$ cat config.mk
export PLATFORM = sky130hd
export DESIGN_NAME = edge_detector_multi
export DESIGN_NICKNAME = d
export VERILOG_FILES = /design/src/rtl/edge_defs_pkg.sv /design/src/rtl/edge_chan.sv /design/src/rtl/edge_detector_multi.sv
export SDC_FILE = /design/constraint.sdc
export NUM_CORES = 1
export LEC_CHECK = 0
export BUFFER_PORTS_ARGS = -buffer_cell sky130_fd_sc_hd__buf_2
export CAP_MARGIN = 20
export CORE_MARGIN = 1
export CORE_UTILIZATION = 42
export CTS_CLUSTER_DIAMETER = 50
export DETAILED_ROUTE_END_ITERATION = 8
export PLACE_DENSITY = 0.85
export REMOVE_ABC_BUFFERS = 1
export SLEW_MARGIN = 20
export SYNTH_ARGS = -nofsm -noshare
export SYNTH_HDL_FRONTEND = slang
export SYNTH_SLANG_ARGS = --single-unit
$ cat constraint.sdc
create_clock -name clk -period 1.4 [get_ports clk]
set_clock_uncertainty 0.15 [all_clocks]
set_input_delay 0.28 -clock clk [delete_from_list [all_inputs] [get_ports clk]]
set_output_delay 0.28 -clock clk [all_outputs]
set_load 0.1 [all_outputs]
$ cat src/rtl/edge_defs_pkg.sv
// Shared definitions for the multi-channel edge detector: per-channel mode
// encodings and the helper that gates raw edges by mode.
package edge_defs;

  typedef enum logic [1:0] {
    EDGE_OFF  = 2'b00,
    EDGE_RISE = 2'b01,
    EDGE_FALL = 2'b10,
    EDGE_BOTH = 2'b11
  } edge_mode_e;

  function automatic logic gate_edge(input edge_mode_e m, input logic pe, input logic ne);
    logic hit;
    case (m)
      EDGE_OFF:  hit = 1'b0;
      EDGE_RISE: hit = pe;
      EDGE_FALL: hit = ne;
      EDGE_BOTH: hit = pe | ne;
      default:   hit = 1'b0;
    endcase
    return hit;
  endfunction

endpackage

$ cat src/rtl/edge_chan.sv
// One channel: synchroniser chain, stable-count debounce filter, previous-level
// register and mode-independent rising/falling edge pulses.
module edge_chan #(
  parameter int SYNC_STAGES = 2,
  parameter int DB_CYCLES   = 1
) (
  input  logic clk,
  input  logic reset_n,
  input  logic cp,
  output logic level,
  output logic p_edge,
  output logic n_edge
);

  localparam int DB_W = $clog2(DB_CYCLES + 1);
  localparam logic [DB_W-1:0] DB_LAST = DB_W'(DB_CYCLES - 1);
  localparam logic [DB_W-1:0] CNT_ZERO = DB_W'(0);
  localparam logic [DB_W-1:0] CNT_ONE  = DB_W'(1);

  logic [SYNC_STAGES-1:0] sync_r;
  logic                   sout_s;
  logic [DB_W-1:0]        cnt_r;
  logic [DB_W-1:0]        cnt_nxt_s;
  logic                   level_r;
  logic                   level_nxt_s;
  logic                   prev_r;

  assign sout_s = sync_r[SYNC_STAGES-1];

  // Synchroniser shift chain fed by the raw asynchronous input.
  always_ff @(posedge clk or negedge reset_n) begin
    if (!reset_n) begin
      sync_r <= {SYNC_STAGES{1'b0}};
    end else begin
      sync_r[0] <= cp;
      for (int k = 1; k < SYNC_STAGES; k++) begin
        sync_r[k] <= sync_r[k-1];
      end
    end
  end

  // Debounce: level only follows sout after DB_CYCLES consecutive mismatches;
  // any return to agreement restarts the count.
  always_comb begin
    level_nxt_s = level_r;
    cnt_nxt_s   = CNT_ZERO;
    if (sout_s == level_r) begin
      cnt_nxt_s = CNT_ZERO;
    end else if (cnt_r == DB_LAST) begin
      level_nxt_s = sout_s;
      cnt_nxt_s   = CNT_ZERO;
    end else begin
      cnt_nxt_s = cnt_r + CNT_ONE;
    end
  end

  // Filtered level, debounce counter and previous-level registers.
  always_ff @(posedge clk or negedge reset_n) begin
    if (!reset_n) begin
      level_r <= 1'b0;
      cnt_r   <= CNT_ZERO;
      prev_r  <= 1'b0;
    end else begin
      level_r <= level_nxt_s;
      cnt_r   <= cnt_nxt_s;
      prev_r  <= level_r;
    end
  end

  assign level  = level_r;
  assign p_edge = level_r & ~prev_r;
  assign n_edge = ~level_r & prev_r;

endmodule

$ cat src/rtl/edge_detector_multi.sv
// Multi-channel edge detector: CH independent channels with per-channel mode
// gating, sticky event flags with synchronous clear and an OR summary.
module edge_detector_multi
  import edge_defs::*;
#(
  parameter int CH          = 4,
  parameter int SYNC_STAGES = 2,
  parameter int DB_CYCLES   = 1
) (
  input  logic          clk,
  input  logic          reset_n,
  input  logic [CH-1:0] cp,
  input  logic [2*CH-1:0] mode,
  input  logic [CH-1:0] clr,
  output logic [CH-1:0] level,
  output logic [CH-1:0] p_edge,
  output logic [CH-1:0] n_edge,
  output logic [CH-1:0] evt_pulse,
  output logic [CH-1:0] evt_flag,
  output logic          any_evt
);

  logic [CH-1:0] flag_r;

  for (genvar g = 0; g < CH; g++) begin : g_chan
    edge_chan #(
      .SYNC_STAGES(SYNC_STAGES),
      .DB_CYCLES  (DB_CYCLES)
    ) u_chan (
      .clk    (clk),
      .reset_n(reset_n),
      .cp     (cp[g]),
      .level  (level[g]),
      .p_edge (p_edge[g]),
      .n_edge (n_edge[g])
    );
  end

  // Mode gating is combinational so a mode change takes effect immediately.
  always_comb begin
    evt_pulse = {CH{1'b0}};
    for (int i = 0; i < CH; i++) begin
      evt_pulse[i] = gate_edge(edge_mode_e'(mode[2*i +: 2]), p_edge[i], n_edge[i]);
    end
  end

  // Sticky flags: a new event wins over a simultaneous clear.
  always_ff @(posedge clk or negedge reset_n) begin
    if (!reset_n) begin
      flag_r <= {CH{1'b0}};
    end else begin
      flag_r <= evt_pulse | (flag_r & ~clr);
    end
  end

  assign evt_flag = flag_r;
  assign any_evt  = |flag_r;

endmodule
==> reports/metrics.yaml, run 1 <==
outcome: "aborted with a tool error"
stop_stage: "5_1_grt"
run.stop_error: "[ERROR DPL-0038] Utilization greater than 100%, impossible to legalize"
globalroute.repair_timing.worst_endpoint: "evt_pulse[2]"
initial_utilization: 0.462
ys_seq_area_frac: 0.531
hpwl_um: 1810
synth.area.top_cells: "sky130_fd_sc_hd__dfrtp_1, sky130_fd_sc_hd__ha_1, sky130_fd_sc_hd__buf_4, sky130_fd_sc_hd__inv_1, sky130_fd_sc_hd__o221ai_2"
netlist.area_leader.share: 0.531
synth_cells: 80
ctsLongestPathBuffers: 2
root_buffer: "sky130_fd_sc_hd__clkbuf_4"
synth_area_leader_cell: "sky130_fd_sc_hd__dfrtp_1"
place.port_buffers: 38
synth.distinct_cells: 14
place.gp.congestion: 0.700
die_h_um: 49.4
grt_start_max_net_pins: 21
synth_seq_cells: 20
syn-cell-area_um2: 943
numClockSinks: 20
syn-mean-instance-area_um2: 11.8
die_x_um: 49.4
tritoncts.num_buffers: 3
htree_num_levels: 1
rows: 16
endpoint_type: "output port"
design.portCount: 39
yosys_warnings: 0
antenna_violations_before_repair: 1
[cell families after synthesis]
group / count (synthesis) / synth area share
AND/OR/NAND/NOR: 12 / 0.0902
adder cells (fa/ha/maj): 8 / 0.106
buffers and inverters: 28 / 0.159
flip-flops: 20 / 0.531
AO/OA/AOI/OAI: 12 / 0.114
[metrics by stage]
step / setup WS [ns] / std cells / instance area, µm²
2_1_floorplan: -2.51 / 64 / 838
3_3_place_gp: -0.240 / 153 / 1560
3_5_place_dp: -0.331 / 153 / 1560
4_1_cts: -0.596 / 174 / 1890
[Yosys cell counts (all sizes together)]
master	n
dfrtp	20
buf	12
inv	12
ha	8
o21ai	7
nor2b	6
nand2	5
clkbuf	4
o221ai	4
nand4	1
o211ai	1
[what timing repair did]
item | 4_1_cts
setup buffers | 15
hold endpoints to repair | 24
resized for setup | 42
hold buffers | 5
endpoints found under the setup margin | 18
pin swaps | 14
==> run 2: changes to the inputs <==
--- a/config.mk
+++ b/config.mk
@@ -7,11 +7,10 @@
 export LEC_CHECK = 0
 export BUFFER_PORTS_ARGS = -buffer_cell sky130_fd_sc_hd__buf_2
 export CAP_MARGIN = 20
-export CORE_MARGIN = 1
-export CORE_UTILIZATION = 42
-export CTS_CLUSTER_DIAMETER = 50
+export CORE_AREA = 2 2 63 65
 export DETAILED_ROUTE_END_ITERATION = 8
-export PLACE_DENSITY = 0.85
+export DIE_AREA = 0 0 65 67
+export PLACE_DENSITY_LB_ADDON = 0.15
 export REMOVE_ABC_BUFFERS = 1
 export SLEW_MARGIN = 20
 export SYNTH_ARGS = -nofsm -noshare
==> constraint.sdc (replaced) <==
create_clock -name clk -period 1.8 [get_ports clk]
set_clock_uncertainty 0.15 [all_clocks]
set_input_delay 0.36 -clock clk [delete_from_list [all_inputs] [get_ports clk]]
set_output_delay 0.36 -clock clk [all_outputs]
set_load 0.1 [all_outputs]
==> run 2 against run 1 <==
  * The flow now finishes, with violations (negative setup slack)
  * Synthesized cell count did not move
  * Synthesized area did not move
==> reports/metrics.yaml, run 2 <==
die_h_um: 67  # +36%
power_leakage_nw: 0.745
design.portCount: 39  # unchanged
synth_edf_count: 0  # unchanged
clock.fmax_mhz: 512
outcome: "finished with violations"
hold_viol_final: 0
worst_vdd_drop_uv: 487
cellPowerDensity_mw_per_mm2: 935
final_common_cell: "sky130_fd_sc_hd__buf_2"
final_max_slew_viol_count: 0
drt-initial-drc-count: 3
post_placement_cell_area_mm2: 0.00133  # -15%
worstSkewPairLatency_ns: 0.25
asyncSetResetFlopFracSynth: 1.00  # unchanged
gr-total-overflow: 0
ys_seq_area_frac: 0.531  # unchanged
dp_cells: 158  # +3.3%
violations: "negative setup slack"
final_net_count: 150
timing.setup.tns_ns: -0.543
worstSetupEndpointType: "primary output"
postLayoutCoreUtil: 0.437
grt_usage: 0.0894
timing.final.crit_share: 1.08
yosys_warnings: 0  # unchanged
final_setup_margin_ns: -0.152
synth_cells: 80  # unchanged
final_layout_size_suffix_gt1_frac: 0.699
synth_area_leader_cell: "sky130_fd_sc_hd__dfrtp_1"
tritoncts.num_buffers: 3  # unchanged
synth.distinct_cells: 14  # unchanged
post_drt_via_cell_ratio: 3.98
slew-limit-headroom: 0.674
worst-endpoint-arrival_ns: 1.44
place.gp.congestion: 0.694  # -0.84%
rows: 22  # +6
antenna_violations_before_repair: 0
report.final.setup_viol: 4
insertedDiodeCount: 0
path_class: "reg2out"
route.detailed.wl_per_inst_um: 10.4
ctsLongestPathBuffers: 2  # unchanged
post_placement_worst_setup_slack_ns: 0.0290  # +0.360 ns
largest_reg_flops: 8
initial_utilization: 0.262  # -0.200
syn-cell-area_um2: 943  # unchanged
wl_um: 1780
ant_nets: 0
regToRegSetupSlack_ns: 0.32
grt_pass1_vias: 705
root_buffer: "sky130_fd_sc_hd__clkbuf_8"
syn-mean-instance-area_um2: 11.8  # unchanged
worst_setup_path_start_kind: "register"
cts_tree: "built"
design_area_mm2: 0.00157
yosys-top-cells-count: "sky130_fd_sc_hd__dfrtp_1, sky130_fd_sc_hd__buf_4, sky130_fd_sc_hd__inv_1, sky130_fd_sc_hd__ha_1, sky130_fd_sc_hd__nand2_1"
area_growth_from_synthesis_to_final_layout_pct: 66.8
dr_total_vias: 680
die_x_um: 65  # +32%
required_ns: 1.29
grt_first_pass_wirelength_um: 2960
synth_seq_cells: 20  # unchanged
grt_start_max_net_pins: 21
htree_num_levels: 1  # unchanged
worst_tran_pin_value_ns: 0.492
maxCapViolCount: 0
numClockSinks: 20  # unchanged
drc_errors: 0
die_area_mm2: 0.00436
grt_setup_unrepaired: "true"
final-instance-count-excl-fill: 171
top_register: "g_chan.u_chan.sync_r"
hold_path.class: "in2reg"
area_of_the_placeable_core_mm2: 0.00361
place.port_buffers: 38  # unchanged
synth.area.top_cells: "sky130_fd_sc_hd__dfrtp_1, sky130_fd_sc_hd__ha_1, sky130_fd_sc_hd__buf_4, sky130_fd_sc_hd__inv_1, sky130_fd_sc_hd__o221ai_2"
netlist.area_leader.share: 0.531  # unchanged
synth_most_common_cell: "sky130_fd_sc_hd__dfrtp_1"
drtPass1Iterations: 2
clock_slew_at_reported_path_ffs_ns: 0.07
yosys_most_used_dff: "sky130_fd_sc_hd__dfrtp_1"
most_used_cells_in_the_layout_excluding_fill_and_tap_cells: "sky130_fd_sc_hd__buf_2, sky130_fd_sc_hd__dfrtp_1, sky130_fd_sc_hd__buf_4, sky130_fd_sc_hd__buf_12, sky130_fd_sc_hd__inv_1"
hpwl_um: 1330  # -27%
crit_path_max_fanout: 4
period_needed_ns: 1.95
[run 2: per-layer routing]
layer  wire length (µm)  part of all wire  track usage
met1                645              0.36       0.0886
met2               1010              0.57        0.173
met3                108             0.061       0.0338
met4                 10            0.0056       0.0239
met5                  0                 0            0
[run 2: final cells by class]
type	count	area, µm²
Fill cell	340	2030
Sequential cell	20	504
Timing Repair Buffer	55	503
Multi-Input combinational cell	32	390
Tap cell	48	60.1
Inverter	12	45.0
Clock buffer	3	41.3
Clock inverter	1	30.0
[run 2: logic make-up (layout without fill, tap and decap cells)]
group / count (synthesis) / count (layout) / synth area share
compound gates: 12 / 12 / 0.114
fa+ha+maj: 8 / 8 / 0.106
buf+inv: 28 / 71 / 0.159
flops: 20 / 20 / 0.531
simple gates: 12 / 12 / 0.0902
[run 2: power breakdown]
part           switching [W]  leakage, nW  total [W]  internal [W]
Sequential         0.0000166        0.232   0.000496      0.000480
Clock               0.000146       0.0357   0.000443      0.000297
Combinational       0.000366        0.477   0.000533      0.000167
[run 2: per-stage QoR]
stage / power, W / hold WS (ns)
floorplan: 0.000842 / -0.0856
global placement: 0.000995 / 0.179
detailed placement: 0.000998 / 0.182
CTS: 0.00147 / 0.0444
global route: 0.00154 / 0.0394
finish: 0.00147 / 0.0540
[run 2: worst paths after layout]
kind                                               to  depth (start not counted)                  startpoint
max                                      evt_pulse[2]                          5      g_chan[2].u_chan.level
min                        g_chan[0].u_chan.sync_r[0]                          1                       cp[0]
max reg2reg                               evt_flag[0]                          6      g_chan[0].u_chan.level
min reg2reg                    g_chan[3].u_chan.level                          0  g_chan[3].u_chan.sync_r[1]
max in group asynchronous      g_chan[2].u_chan.level                          2                     reset_n
min in group asynchronous  g_chan[3].u_chan.sync_r[0]                          2                     reset_n
[run 2: timing repair]
item | CTS | global route
hold buffers | 1 | 0
buffers inserted | 4 | 5
hold endpoints to repair | 20 | 0
resized for setup | 11 | 13
endpoints found under the setup margin | 4 | 7
pin swaps | 5 | 5
[run 2: critical path, cell delays in order (launching register included)]
cell	delay [ns]
sky130_fd_sc_hd__dfrtp_2	0.44
sky130_fd_sc_hd__ha_4	0.28
sky130_fd_sc_hd__nor2b_4	0.03
sky130_fd_sc_hd__o21ai_2	0.16
sky130_fd_sc_hd__o21ai_2	0.10
sky130_fd_sc_hd__buf_12	0.17
No activity file was read; power rests on OpenSTA's default activity.
==> run 3: changes to the inputs <==
--- a/config.mk
+++ b/config.mk
@@ -5,12 +5,12 @@
 export SDC_FILE = /design/constraint.sdc
 export NUM_CORES = 1
 export LEC_CHECK = 0
-export BUFFER_PORTS_ARGS = -buffer_cell sky130_fd_sc_hd__buf_2
 export CAP_MARGIN = 20
 export CORE_AREA = 2 2 63 65
 export DETAILED_ROUTE_END_ITERATION = 8
 export DIE_AREA = 0 0 65 67
-export PLACE_DENSITY_LB_ADDON = 0.15
+export DONT_BUFFER_PORTS = 1
+export PLACE_DENSITY_LB_ADDON = 0.2
 export REMOVE_ABC_BUFFERS = 1
 export SLEW_MARGIN = 20
 export SYNTH_ARGS = -nofsm -noshare
==> run 3 against run 2 <==
  * The run still ends with negative setup slack left
  * Critical endpoint is now evt_pulse[1]
  * Critical path type unchanged
  * Largest power group is now registers
  * Non-clock buffer count shrank 25
  * Global-route usage fell by 1.0 points
  * Flip-flop and latch count did not move
==> reports/metrics.yaml, run 3 (synthesized netlist as in run 2, its figures left out) <==
outcome: "finished with violations"
violations: "negative setup slack"
worst-endpoint-arrival_ns: 1.43  # about the same
area_of_the_placeable_core_mm2: 0.00361  # unchanged
path_class: "reg2out"
largest_reg_flops: 8  # unchanged
top_register: "g_chan.u_chan.sync_r"
required_ns: 1.29  # about the same
report.final.setup_viol: 4  # unchanged
die_x_um: 65  # unchanged
htree_num_levels: 1  # unchanged
multi_input_area_um2: 360  # -7.7%
regToRegSetupSlack_ns: 0.43  # +0.11 ns
final-instance-count-excl-fill: 146  # -15%
design.portCount: 39  # unchanged
ant_nets: 0  # unchanged
maxCapViolCount: 0  # unchanged
wl_um: 1590  # -11%
ff_latch_area_um2: 500  # -0.74%
post_drt_via_cell_ratio: 3.99  # +0.24%
grt_usage: 0.0789  # -0.0105
design_area_mm2: 0.00135  # -15%
r2r_start: "g_chan[3].u_chan.level"
worst-r2r-cell-count: 5  # -1
tritoncts.num_buffers: 3  # unchanged
worst_tran_pin_value_ns: 0.900  # +0.408 ns
worstSkewPairLatency_ns: 0.25  # about the same
dp_cells: 133  # -16%
timing.rr.end: "evt_flag[3]"
antenna_violations_before_repair: 0  # unchanged
gr-total-overflow: 0  # unchanged
rows: 22  # unchanged
worst_setup_path_start_kind: "register"
grt_first_pass_wirelength_um: 2620  # -12%
ctsLongestPathBuffers: 2  # unchanged
hold_path.class: "in2reg"
clock.fmax_mhz: 516  # +0.78%
route.detailed.wl_per_inst_um: 10.9  # +4.7%
period_needed_ns: 1.94  # -0.0151 ns
place.gp.congestion: 0.603  # -13%
area_growth_from_synthesis_to_final_layout_pct: 42.6
grt_pass1_vias: 589  # -16%
setup.worst_path.end: "evt_pulse[1]"
post_placement_cell_area_mm2: 0.00113  # -15%
hpwl_um: 1190  # -10%
final_net_count: 125  # -17%
cts_tree: "built"
final_common_cell: "sky130_fd_sc_hd__dfrtp_1"
slew-limit-headroom: 0.398  # -0.276
root_buffer: "sky130_fd_sc_hd__clkbuf_8"
crit_path_max_fanout: 3  # -1
filler_cell_count: 355  # +4.4%
die_h_um: 67  # unchanged
drt-initial-drc-count: 11  # +8
worst_vdd_drop_uv: 584  # +20%
drtPass1Iterations: 4  # +2
cellPowerDensity_mw_per_mm2: 1050  # +12%
grt_start_max_net_pins: 21  # unchanged
dr_total_vias: 582  # -14%
final_max_slew_viol_count: 0  # unchanged
drc_errors: 0  # unchanged
worstSetupEndpointType: "primary output"
insertedDiodeCount: 0  # unchanged
grt_setup_unrepaired: "true"
timing.final.crit_share: 1.08  # -0.00840
most_used_cells_in_the_layout_excluding_fill_and_tap_cells: "sky130_fd_sc_hd__dfrtp_1, sky130_fd_sc_hd__buf_4, sky130_fd_sc_hd__inv_1, sky130_fd_sc_hd__o21ai_2"
final_layout_size_suffix_gt1_frac: 0.510  # -0.189
final_setup_margin_ns: -0.137  # +0.0151 ns
power_leakage_nw: 0.626  # -16%
die_area_mm2: 0.00436  # unchanged
place.port_buffers: 0  # -100%
initial_utilization: 0.262  # unchanged
hold_viol_final: 0  # unchanged
numClockSinks: 20  # unchanged
startpoint: "g_chan[1].u_chan.level"
clock_slew_at_reported_path_ffs_ns: 0.07  # about the same
-- run 3: cell count changes in the layout (fill, tap and decap cells not counted), moves of 3 or more --
cell / delta
sky130_fd_sc_hd__buf_2: -25
sky130_fd_sc_hd__buf_12: -7
sky130_fd_sc_hd__dlygate4sd3_1: +4
sky130_fd_sc_hd__buf_4: +3
sky130_fd_sc_hd__dfrtp_1: +3
sky130_fd_sc_hd__dfrtp_2: -3
-- run 3: critical path: stages, from the launching register on --
cell and delay [ns]:
sky130_fd_sc_hd__dfrtp_1 0.42, sky130_fd_sc_hd__ha_4 0.29, sky130_fd_sc_hd__nor2b_4 0.03, sky130_fd_sc_hd__o21ai_2 0.17, sky130_fd_sc_hd__o21ai_2 0.09, sky130_fd_sc_hd__buf_12 0.17
-- run 3: power breakdown --
part	total [W]	switching [W]	internal [W]
clock	0.000437	0.000141	0.000296
sequential	0.000495	0.0000155	0.000479
combinational	0.000478	0.000345	0.000134
total	0.00141	0.000501	0.000909
-- run 3: area by class of cell --
cell class	count	area share
Clock buffer	3	0.0307
Multi-Input combinational cell	32	0.268
Clock inverter	1	0.0223
Sequential cell	20	0.372
Timing Repair Buffer	30	0.229
Tap cell	48	0.0447
Inverter	12	0.0335
-- run 3: per-stage QoR --
stage	total power, W	utilization	setup WS (ns)	TNS (ns)	hold WS, ns
6_report	0.00141	0.373	-0.137	-0.530	0.0610
5_1_grt	0.00147	0.373	-0.240	-0.841	0.0499
4_1_cts	0.00143	0.366	-0.160	-0.598	0.0511
3_5_place_dp	0.000947	0.314	0.109	0	-0.0849
3_3_place_gp	0.000945	0.314	0.111	0	-0.0851
2_1_floorplan	0.000842	-	-2.19	-15.35	-0.0856
-- run 3: metal layers --
| metal | GRT usage | routed length [µm] |
|---|---|---|
| met1 | 0.0854 | 562 |
| met2 | 0.143 | 848 |
| met3 | 0.0389 | 176 |
| met4 | 0.00798 | 0 |
| met5 | 0 | 0 |
-- run 3: repair_timing --
action | CTS | global route
endpoints found under the hold margin | 24 | 0
pin swaps | 4 | 3
buffers inserted | 2 | 2
hold buffers | 5 | 0
endpoints found under the setup margin | 4 | 6
resized for setup | 7 | 4
-- run 3: how the worst min path moves through the flow --
stage / from / endpoint / slack, ns / depth (start not counted)
3_3_place_gp: reset_n / evt_flag[1] / -0.09 / 0
4_1_cts: mode[2] / evt_flag[1] / 0.05 / 1
3_5_place_dp: reset_n / evt_flag[1] / -0.08 / 0
5_1_grt: mode[2] / evt_flag[1] / 0.05 / 1
2_1_floorplan: reset_n / evt_flag[0] / -0.09 / 0
6_report: mode[2] / evt_flag[1] / 0.06 / 1
==> run 4: changes to the inputs <==
--- a/config.mk
+++ b/config.mk
@@ -12,6 +12,7 @@
 export DONT_BUFFER_PORTS = 1
 export PLACE_DENSITY_LB_ADDON = 0.2
 export REMOVE_ABC_BUFFERS = 1
+export SETUP_SLACK_MARGIN = 0.05
 export SLEW_MARGIN = 20
 export SYNTH_ARGS = -nofsm -noshare
 export SYNTH_HDL_FRONTEND = slang
==> run 4 against run 3 <==
  * The run still ends with negative setup slack left
  * Worst hold slack about the same
  * Routed wire length up 2.3%
  * Combinational power up 2%
  * Flip-flop and latch count unchanged
  * Power up 0.57%
  * Utilization up 0.73 points
  * Setup slack unchanged
  * First-iteration DRC count up 45%
  * Register-to-register slack about the same
  * Maximum frequency unchanged
  * Global-route usage unchanged
==> reports/metrics.yaml, run 4 (synthesized netlist as in run 2, its figures left out) <==
grt_usage: 0.0789  # unchanged
final_setup_margin_ns: -0.137  # unchanged
slew-limit-headroom: 0.394  # -0.00393
numClockSinks: 20  # unchanged
grt_start_max_net_pins: 21  # unchanged
worst_tran_pin_value_ns: 0.906  # +0.00587 ns
clock_slew_at_reported_path_ffs_ns: 0.07  # about the same
worst_setup_path_start_kind: "register"
path_class: "reg2out"
largest_reg_flops: 8  # unchanged
final_common_cell: "sky130_fd_sc_hd__dfrtp_1"
netSwitchingFraction: 0.355  # -0.000538
critical_path.cell_chain: "ha_4 > nor2b_4 > o21ai_2 > o21ai_2 > buf_12"
place.port_buffers: 0  # unchanged
area_of_the_placeable_core_mm2: 0.00361  # unchanged
timing.final.crit_share: 1.08  # unchanged
final_max_slew_viol_count: 0  # unchanged
grt_pass1_vias: 589  # unchanged
insertedDiodeCount: 0  # unchanged
cts_tree: "built"
highest-signal-layer: "met3"
grt_first_pass_wirelength_um: 2620  # unchanged
post_placement_worst_setup_slack_ns: 0.109  # unchanged
grt_setup_unrepaired: "true"
die_area_mm2: 0.00436  # unchanged
rows: 22  # unchanged
drt-initial-drc-count: 16  # +5
hold_path.class: "in2reg"
required_ns: 1.29  # about the same
most_used_cells_in_the_layout_excluding_fill_and_tap_cells: "sky130_fd_sc_hd__dfrtp_1, sky130_fd_sc_hd__buf_4, sky130_fd_sc_hd__inv_1, sky130_fd_sc_hd__o21ai_2, sky130_fd_sc_hd__buf_12"
post_drt_via_cell_ratio: 4.03  # +1.0%
timing.setup.tns_ns: -0.543  # -0.0129 ns
maxCapViolCount: 0  # unchanged
violations: "negative setup slack"
power.share.sequential: 0.349  # -0.002
route.detailed.wl_per_inst_um: 11.1  # +2.3%
route.layer.met1.wl_um: 562  # unchanged
share_clk_of_total_power: 0.308  # -0.002
area_growth_from_synthesis_to_final_layout_pct: 45.4
slowest_stage: "sky130_fd_sc_hd__dfrtp_1"
final_layout_size_suffix_gt1_frac: 0.520  # +0.0102
amount_of_wire_on_met2_after_detailed_routing_um: 881  # +3.9%
top_register: "g_chan.u_chan.sync_r"
power_leakage_nw: 0.631  # +0.79%
worstSkewPairLatency_ns: 0.25  # about the same
cellInternalPower_w: 0.000915  # +0.66%
report.final.setup_viol: 4  # unchanged
power.total_w: 0.00142  # +0.57%
filler_cell_count: 350  # -1.4%
worst_vdd_drop_uv: 584  # about the same
hpwl_um: 1190  # unchanged
initial_utilization: 0.262  # unchanged
design.portCount: 39  # unchanged
wl_um: 1620  # +2.3%
ant_nets: 0  # unchanged
antenna_violations_before_repair: 0  # unchanged
worst-endpoint-arrival_ns: 1.43  # about the same
ctsLongestPathBuffers: 2  # unchanged
period_needed_ns: 1.94  # unchanged
htree_num_levels: 1  # unchanged
cpPeakStageDelay_ns: 0.42  # about the same
drtPass1Iterations: 4  # unchanged
switching_power_w: 0.000503  # +0.42%
critPathBufInv: 1  # unchanged
path_delay_family: "flip-flops"
design_area_mm2: 0.00137  # +2.0%
drc_errors: 0  # unchanged
hold_viol_final: 0  # unchanged
gr-total-overflow: 0  # unchanged
regToRegSetupSlack_ns: 0.42  # about the same
crit_path_max_fanout: 3  # unchanged
post_placement_cell_area_mm2: 0.00113  # unchanged
cellPowerDensity_mw_per_mm2: 1030  # -1.4%
root_buffer: "sky130_fd_sc_hd__clkbuf_8"
worstSetupEndpointType: "primary output"
wl_met3_um: 178  # +1.1%
final_net_count: 125  # unchanged
clock.fmax_mhz: 516  # unchanged
die_h_um: 67  # unchanged
place.gp.congestion: 0.603  # unchanged
combPwrFrac: 0.343  # +0.004
final.hold.worst_slack_ns: 0.0610  # -0.0000222 ns
outcome: "finished with violations"
die_x_um: 65  # unchanged
tritoncts.num_buffers: 3  # unchanged
crit_top_cell: "sky130_fd_sc_hd__o21ai_2"
dr_total_vias: 588  # +1.0%
## run 4: cell counts in the layout (fill, tap and decap cells not counted)
Identical to the previous run, type by type.
## run 4: through the flow
| step | cells | utilization |
|---|---|---|
| after floorplan | 64 | - |
| after global placement | 133 | 0.314 |
| after detailed placement | 133 | 0.314 |
| after CTS | 144 | 0.367 |
| after global routing | 146 | 0.380 |
| final | 146 | 0.380 |
## run 4: final timing paths
path                                             from                    endpoint  cells after the start
max                            g_chan[1].u_chan.level                evt_pulse[1]                      5
max reg2reg                    g_chan[2].u_chan.level                 evt_flag[2]                      6
min in group asynchronous                     reset_n                 evt_flag[1]                      1
min                                           mode[2]                 evt_flag[1]                      1
min reg2reg                g_chan[1].u_chan.sync_r[0]  g_chan[1].u_chan.sync_r[1]                      0
max in group asynchronous                     reset_n      g_chan[0].u_chan.level                      1
## run 4: what timing repair did
item / 4_1_cts / 5_1_grt
resized for setup: 8 / 10
pin swaps: 4 / 3
gates cloned: 0 / 0
endpoints found under the hold margin: 24 / 0
hold buffers: 5 / 0
setup endpoints to repair: 4 / 8
setup buffers: 2 / 2
## run 4: power groups by stage
stage	Clock [W]	Combinational (W)	Sequential [W]
floorplan	0	0.000219	0.000623
global placement	0	0.000443	0.000502
detailed placement	0	0.000445	0.000502
CTS	0.000456	0.000477	0.000495
global route	0.000474	0.000506	0.000499
finish	0.000437	0.000486	0.000495
## run 4: routing by layer
layer / track usage / vias up
met5: 0 / -
met4: 0.00798 / 0
met3: 0.0389 / 0
met2: 0.143 / 28
met1: 0.0854 / 281
li1: - / 279
## run 4: cell type report
cell class	count	area [µm²]	share of cell area
Inverter	12	45.0	0.0328
Sequential cell	20	500	0.365
Multi-Input combinational cell	32	363	0.265
Clock buffer	3	41.3	0.0301
Timing Repair Buffer	30	332	0.242
Tap cell	48	60.1	0.0438
Clock inverter	1	30.0	0.0219
